**src/rtl/ex_div.sv**
```systemverilog
// Iterative radix-2 restoring divider for the execute stage.
// One quotient bit per clock; result_o = {remainder, quotient}, held while start_i stays high.
module ex_div #(
    parameter int DATA_W = 32
) (
    input  logic                clk,
    input  logic                rst,
    input  logic                signed_div_i,
    input  logic [DATA_W-1:0]   opdata1_i,
    input  logic [DATA_W-1:0]   opdata2_i,
    input  logic                start_i,
    input  logic                annul_i,
    output logic [2*DATA_W-1:0] result_o,
    output logic                ready_o
);

    // state   | meaning
    // IDLE    | waiting for start_i
    // BY_ZERO | divisor was 0, result forced to 0
    // ON      | iterating, one quotient bit per edge
    // END     | result held until start_i drops
    typedef enum logic [1:0] {IDLE, BY_ZERO, ON, END} state_t;

    localparam int CW = $clog2(DATA_W + 1);
    localparam logic [CW-1:0] CNT_END = CW'(DATA_W);

    state_t                state, state_n;
    logic [CW-1:0]         cnt, cnt_n;
    logic [2*DATA_W:0]     work, work_n;
    logic [DATA_W-1:0]     divisor, divisor_n;
    logic                  neg_q, neg_q_n;
    logic                  neg_r, neg_r_n;
    logic [2*DATA_W-1:0]   result_n;
    logic                  ready_n;

    logic [2*DATA_W:0]     shifted;
    logic [DATA_W:0]       diff;
    logic [DATA_W-1:0]     abs_a, abs_b, quot, rem;

    always_ff @(posedge clk or posedge rst) begin
        if (rst) begin
            state    <= IDLE;
            cnt      <= '0;
            work     <= '0;
            divisor  <= '0;
            neg_q    <= 1'b0;
            neg_r    <= 1'b0;
            result_o <= '0;
            ready_o  <= 1'b0;
        end else begin
            state    <= state_n;
            cnt      <= cnt_n;
            work     <= work_n;
            divisor  <= divisor_n;
            neg_q    <= neg_q_n;
            neg_r    <= neg_r_n;
            result_o <= result_n;
            ready_o  <= ready_n;
        end
    end

    always_comb begin
        state_n   = state;
        cnt_n     = cnt;
        work_n    = work;
        divisor_n = divisor;
        neg_q_n   = neg_q;
        neg_r_n   = neg_r;
        result_n  = result_o;
        ready_n   = ready_o;

        shifted = work << 1;
        diff    = shifted[2*DATA_W:DATA_W] - {1'b0, divisor};
        abs_a   = (signed_div_i && opdata1_i[DATA_W-1]) ? -opdata1_i : opdata1_i;
        abs_b   = (signed_div_i && opdata2_i[DATA_W-1]) ? -opdata2_i : opdata2_i;
        quot    = neg_q ? -work[DATA_W-1:0] : work[DATA_W-1:0];
        rem     = neg_r ? -work[2*DATA_W-1:DATA_W] : work[2*DATA_W-1:DATA_W];

        case (state)
            IDLE: begin
                ready_n  = 1'b0;
                result_n = '0;
                cnt_n    = '0;
                if (start_i && !annul_i) begin
                    if (opdata2_i == '0) begin
                        state_n = BY_ZERO;
                    end else begin
                        state_n   = ON;
                        divisor_n = abs_b;
                        work_n    = {{(DATA_W+1){1'b0}}, abs_a};
                        neg_q_n   = signed_div_i && (opdata1_i[DATA_W-1] ^ opdata2_i[DATA_W-1]);
                        neg_r_n   = signed_div_i && opdata1_i[DATA_W-1];
                    end
                end
            end
            BY_ZERO: begin
                // result stays 0; END raises ready on the following edge
                state_n = annul_i ? IDLE : END;
            end
            ON: begin
                if (annul_i) begin
                    state_n  = IDLE;
                    ready_n  = 1'b0;
                    result_n = '0;
                end else if (cnt == CNT_END) begin
                    state_n  = END;
                    result_n = {rem, quot};
                    ready_n  = 1'b1;
                end else begin
                    // diff[DATA_W] set means the trial subtraction went negative
                    if (diff[DATA_W])
                        work_n = shifted;
                    else
                        work_n = {diff, shifted[DATA_W-1:1], 1'b1};
                    cnt_n = cnt + CW'(1);
                end
            end
            END: begin
                if (annul_i || !start_i) begin
                    state_n  = IDLE;
                    ready_n  = 1'b0;
                    result_n = '0;
                end else begin
                    ready_n = 1'b1;
                end
            end
            default: state_n = IDLE;
        endcase
    end

endmodule

```
**config.mk**
```make
export PLATFORM = sky130hd
export DESIGN_NAME = ex_div
export DESIGN_NICKNAME = d
export VERILOG_FILES = /design/src/rtl/ex_div.sv
export SDC_FILE = /design/constraint.sdc
export NUM_CORES = 1
export LEC_CHECK = 0
export ABC_AREA = 0
export CAP_MARGIN = 20
export CORE_UTILIZATION = 35
export CTS_CLUSTER_SIZE = 24
export DETAILED_ROUTE_END_ITERATION = 12
export MAX_ROUTING_LAYER = met4
export PLACE_DENSITY = 0.55
export SLEW_MARGIN = 20
export SYNTH_ARGS = -nofsm -noshare
export SYNTH_HDL_FRONTEND = slang
export SYNTH_SLANG_ARGS = --single-unit
```
**constraint.sdc**
```tcl
create_clock -name clk -period 5.4 [get_ports clk]
set_clock_uncertainty 0.15 [all_clocks]
set_input_delay 0.81 -clock clk [delete_from_list [all_inputs] [get_ports clk]]
set_output_delay 0.81 -clock clk [all_outputs]
set_load 0.05 [all_outputs]
```
==> results of run 1 <==
==> cell type report <==
class / instances / area (um^2)
fillers: 3336 / 18700
clock buffers: 18 / 429
flip-flops and latches: 171 / 4280
multi-input cells: 1074 / 6740
repair buffers: 143 / 1430
inverters: 58 / 221
clock inverters: 13 / 133
well taps: 442 / 553
==> worst max-delay path by stage <==
stage	endpoint	slack, ns	cells past startpoint
4_1_cts	work[45]	1.55	8
3_3_place_gp	work[63]	1.15	9
2_1_floorplan	cnt[0]	2.26	1
3_5_place_dp	work[63]	1.08	9
6_report	work[63]	1.56	9
5_1_grt	work[45]	1.19	8
==> cell usage after synthesis, drive strengths merged (26+ instances only) <==
| cell type | n | area share |
|---|---|---|
| buf | 31 | 0.016 |
| nand2 | 181 | 0.059 |
| clkbuf | 43 | 0.014 |
| xnor2 | 46 | 0.035 |
| o21ai | 148 | 0.065 |
| dfrtp | 171 | 0.37 |
| nor2 | 102 | 0.033 |
| nand3 | 34 | 0.015 |
| ha | 42 | 0.045 |
| xor2 | 96 | 0.073 |
| inv | 58 | 0.019 |
| o31ai | 55 | 0.036 |
| a21oi | 116 | 0.050 |
| or3 | 26 | 0.015 |
==> worst min-delay path: stages, from the launching register on <==
cell	delay [ns]
dfrtp_1	0.34
nand2_1	0.05
o21ai_0	0.06
==> stage by stage <==
stage	hold WS (ns)	instances	power [W]	area (um^2)	worst slack, ns
2_1_floorplan	0.300	1377	0.00571	11600	2.26
3_3_place_gp	0.313	1888	0.00708	13200	1.15
3_5_place_dp	0.319	1888	0.00715	13200	1.08
4_1_cts	0.335	1919	0.00840	13800	1.55
5_1_grt	0.350	1919	0.00903	13800	1.19
6_report	0.328	1919	0.00837	13800	1.56
==> cell families after synthesis <==
kind of cell,synth area share
and+or+nand+nor,0.190
muxes,0.0176
buffers and inverters,0.0486
AOI/OAI and AO/OA,0.219
xor gates and xnor gates,0.108
adders and majority gates,0.0472
DFF,0.370
==> sequential cells by signal, summed over array words and instances (netlist names) <==
register	count
work	64
neg_q	1
divisor	32
cnt	6
result_o	64
ready_o	1
neg_r	1
state	2
==> routing by layer <==
layer / vias up / track usage / routed length [um] / share of wire
met5: - / - / 0 / 0
met4: 0 / 0.0550 / 402 / 0.012
li1: 5080 / - / - / -
met3: 27 / 0.0321 / 1610 / 0.048
met2: 245 / 0.294 / 14000 / 0.42
met1: 4930 / 0.303 / 17200 / 0.52
==> power by group <==
part	leakage, nW	total (W)	switching, W	internal, W
clock	0.268	0.00122	0.000573	0.000646
sequential	2.22	0.00241	0.000649	0.00176
combinational	3.31	0.00474	0.00305	0.00169
total	5.80	0.00837	0.00427	0.00410
==> results.cfg, run 1 <==
[outcome]
status = complete, no violations

[floorplanning]
core-area_um2 = 32500
io-pin-count = 134
floorplan.die.height_um = 184
floorplan.die_area_um2 = 33800
fp-row-count = 66
die_wd_um = 184
start_util = 0.355

[cells_and_area]
antennaDiodeCount = 0
post-route-util = 0.424
final_cell_mix = nand2_1 (181), dfrtp_1 (171), o21ai_0 (142)
most_frequent_standard_cell_in_the_layout_excluding_fill_and_tap_cells = nand2_1
area_growth_syn_to_layout_pct = 19.2
final_net_count = 1577
share_of_layout_cells_above_drive_strength_1 = 0.0447

[detailed_routing]
via_per_inst = 5.36
drt_drc_violations_left = 0
avgRoutedWirePerCell_um = 17.3
drt.antenna.violating_nets = 0
total_number_of_vias = 10300
drt_iter0_markers = 771
dr.pass1.iters = 5
drt_wl_total_um = 33200

[timing]
timing.setup.tns_ns = 0
achievable-frequency_mhz = 261
rsz_0062_raised_after_global_routing = false
finalCriticalPeriod_ns = 3.84
worst_pin_slew_ns = 1.03
maxSlewViolCount = 0
final-hold-violation-count = 0
fin_crit_sh = 0.711
slew_headroom = 0.314
finalSetupViolations = 0

[placed_design]
gp_congestion = 0.912
hpwl_um = 24800
place.port_buffers = 133

[clock_tree]
cts_resized = 0
postCtsHoldBufs = 0
tritoncts = built
clkSlewWorstSetupHoldPaths_ns = 0.07
ctsRootBufferMaster = clkbuf_16
clk-insertion-delay-late_ns = 0.44
htree_levels = 4
post_cts.repair.setup_buffers = 0
clockBufferDepth = 2
cts_inserted_buffers = 17
numClockSinks = 171

[critical_path]
crit_path_cell_trace = clkdlybuf4s50_1 > or3_4 > nor4b_4 > nor3b_4 > a31oi_2 > o21a_1 > nand2_1 > o31a_1 > o211ai_1
critical_path.reg2reg.endpoint = work[32]
timing.critical_path.slowest_cell_delay_ns = 0.63
crit_path_max_fanout = 21
critical_path_class = input port to register
cp_top_family = simple AND/OR/NAND/NOR gates
data_required_time_of_the_critical_path_ns = 5.56
launch_point_of_the_critical_path = opdata2_i[2]
end_kind = register
startpoint_type = input port
r2r.worst_path.cells = 10
slowest_stage = nand2_1
path_buf_inv = 1
worst_reg_to_reg_setup_slack_ns = 1.87
worst_ep_arrival_time_ns = 4.00
worstReg2RegStart = work[44]

[global_route]
grt_antenna_before_repair = 1
overflow = 0
grt_first_pass_wirelength_um = 53300
groute.usage.overall = 0.207
largest_net_degree_at_the_start_of_global_routing = 172
first_global_vias = 9772

[synthesis]
net_count_synth = 1489
synth-async-reset-ratio = 1.00
synth_seq_area_share = 0.370
syn-instance-count = 1377
synth-edff-count = 0
mappedNetlistArea_um2 = 11600
yosys_register_bits = 171
synthesis.yosys.warnings = 0
synth.avg_cell_area_um2 = 8.40
synth_flop_cell = dfrtp_1
post_synth_num_cell_types = 74

[power]
max-vdd-ir-drop_mv = 0.340
pwr_density_nw_per_um2 = 607
static-leakage-power_nw = 5.80

[min_path]
min_delay_worst_endpoint = result_o[58]
startpoint_of_the_most_critical_hold_path = result_o[58]
hold_class = register to register
min_path_cells = 2

[job]
max_cap_violations = 0
No activity file was read; power rests on OpenSTA's default activity.
==> run 2: changes to the inputs <==
--- a/config.mk
+++ b/config.mk
@@ -11,7 +11,7 @@
 export CTS_CLUSTER_SIZE = 24
 export DETAILED_ROUTE_END_ITERATION = 12
 export MAX_ROUTING_LAYER = met4
-export PLACE_DENSITY = 0.55
+export PLACE_DENSITY = 0.53
 export SLEW_MARGIN = 20
 export SYNTH_ARGS = -nofsm -noshare
 export SYNTH_HDL_FRONTEND = slang
==> constraint.sdc (replaced) <==
create_clock -name clk -period 3.85 [get_ports clk]
set_clock_uncertainty 0.15 [all_clocks]
set_input_delay 0.5775 -clock clk [delete_from_list [all_inputs] [get_ports clk]]
set_output_delay 0.5775 -clock clk [all_outputs]
set_load 0.05 [all_outputs]
==> results.cfg, run 2 (same netlist as run 1, synthesis figures left out) <==
[cells_and_area]
area_growth_syn_to_layout_pct = 22.0
layoutNonFillerInstCount = 1955
final_cell_mix = nand2_1 (181), dfrtp_1 (171), o21ai_0 (142)
reg.largest.list = result_o: 64 flops, work: 64 flops, divisor: 32 flops
most_frequent_standard_cell_in_the_layout_excluding_fill_and_tap_cells = nand2_1
final_net_count = 1612
share_of_layout_cells_above_drive_strength_1 = 0.0668

[outcome]
status = complete, no violations

[min_path]
min_delay_worst_endpoint = result_o[32]
startpoint_of_the_most_critical_hold_path = result_o[32]
hold_class = register to register
min_path_cells = 2

[timing]
rsz_0062_raised_after_global_routing = false
timing.setup.tns_ns = 0
maxSlewViolCount = 0
finalCriticalPeriod_ns = 3.31
finalSetupViolations = 0
hold-worst-slack_ns = 0.327
slew_headroom = 0.302
fin_crit_sh = 0.860
post_route_setup_slack_ns = 0.540
final-hold-violation-count = 0
worst_pin_slew_ns = 1.05
achievable-frequency_mhz = 302

[critical_path]
worst_reg_to_reg_setup_slack_ns = 0.54
crit_path_max_fanout = 46
launch_point_of_the_critical_path = work[31]
worstReg2RegStart = work[31]
startpoint_type = register
end_kind = register
critical_path.reg2reg.endpoint = work[47]
worst_ep_arrival_time_ns = 3.47
critical_path_class = register to register
data_required_time_of_the_critical_path_ns = 4.01
r2r.worst_path.cells = 11

[power]
static-leakage-power_nw = 6.01
finalPower_w = 0.0120
max-vdd-ir-drop_mv = 0.449
pwr_density_nw_per_um2 = 847

[global_route]
largest_net_degree_at_the_start_of_global_routing = 62
first_global_vias = 9785
grt_antenna_before_repair = 0
overflow = 0
grt_first_pass_wirelength_um = 53800
groute.usage.overall = 0.210

[placed_design]
place.port_buffers = 133
dp_worst_setup_slack_ns = 0.160
numPlacedInstances = 1923
hpwl_um = 25700
gp_congestion = 0.946

[clock_tree]
htree_levels = 4
ctsRootBufferMaster = clkbuf_16
cts_resized = 0
clkSlewWorstSetupHoldPaths_ns = 0.07
post_cts.repair.setup_buffers = 0
cts_inserted_buffers = 17
numClockSinks = 171
tritoncts = built
clockBufferDepth = 2
postCtsHoldBufs = 0
clk-insertion-delay-late_ns = 0.44

[detailed_routing]
drt_iter0_markers = 681
drt_wl_total_um = 33200
drt_drc_violations_left = 0
dr.pass1.iters = 4
drt.antenna.violating_nets = 0
avgRoutedWirePerCell_um = 17.0
via_per_inst = 5.25
total_number_of_vias = 10300

[floorplanning]
core-area_um2 = 32500
floorplan.die_area_um2 = 33800
io-pin-count = 134
die_wd_um = 184
floorplan.die.height_um = 184
start_util = 0.355
fp-row-count = 66

[job]
max_cap_violations = 0
[run 2: changes by cell type in the layout (fill, tap and decap cells not counted), sizes merged]
cell	change
bufinv	+1
diode	+1
clkinv	+2
clkinvlp	-1
buf	+35
clkbuf	+1
inv	-3
[run 2: worst max-delay path, stage by stage, from the launching register on]
cell and delay (ns):
dfrtp_1 0.33, inv_1 0.13, ha_1 0.26, fa_1 0.39, nand2b_1 0.18, a21oi_1 0.26, o21ai_1 0.18, nand4_1 0.25
a31oi_2 0.23, xor2_2 0.22, buf_12 0.21, o311ai_0 0.37
[run 2: routing by layer]
layer	track usage	up-vias	wire, um
met5	-	-	0
met4	0.0430	0	308
met3	0.0293	19	1540
met2	0.297	239	13600
met1	0.314	4845	17700
li1	-	5157	-
[run 2: cell type report]
type                    count  area (um^2)
inverters                  58          221
flip-flops and latches    171         4280
multi-input cells        1074         6740
well taps                 442          553
repair buffers            178         1730
clock inverters            12          138
fillers                  3336        18400
clock buffers              19          443
diodes                      1         2.50
[run 2: how the worst max path moves through the flow]
stage                     endpoint  depth (start not counted)  slack, ns
after floorplan             cnt[0]                          1       0.94
after global placement     work[6]                          9       0.21
after detailed placement   work[6]                          9       0.16
after CTS                 work[47]                         11       0.50
after global routing      work[53]                         12       0.27
final                     work[47]                         11       0.54
[run 2: power by group]
| group | switching [W] | leakage, nW | internal (W) | total (W) |
|---|---|---|---|---|
| registers | 0.000790 | 2.22 | 0.00247 | 0.00326 |
| logic | 0.00440 | 3.50 | 0.00254 | 0.00694 |
| clock network | 0.000771 | 0.281 | 0.000977 | 0.00175 |
[run 2: through the flow]
stage                     cell area, um^2   util
after global placement              13500  0.416
after global routing                14100  0.433
final                               14100  0.433
after floorplan                     11600      -
after CTS                           14100  0.433
after detailed placement            13500  0.416
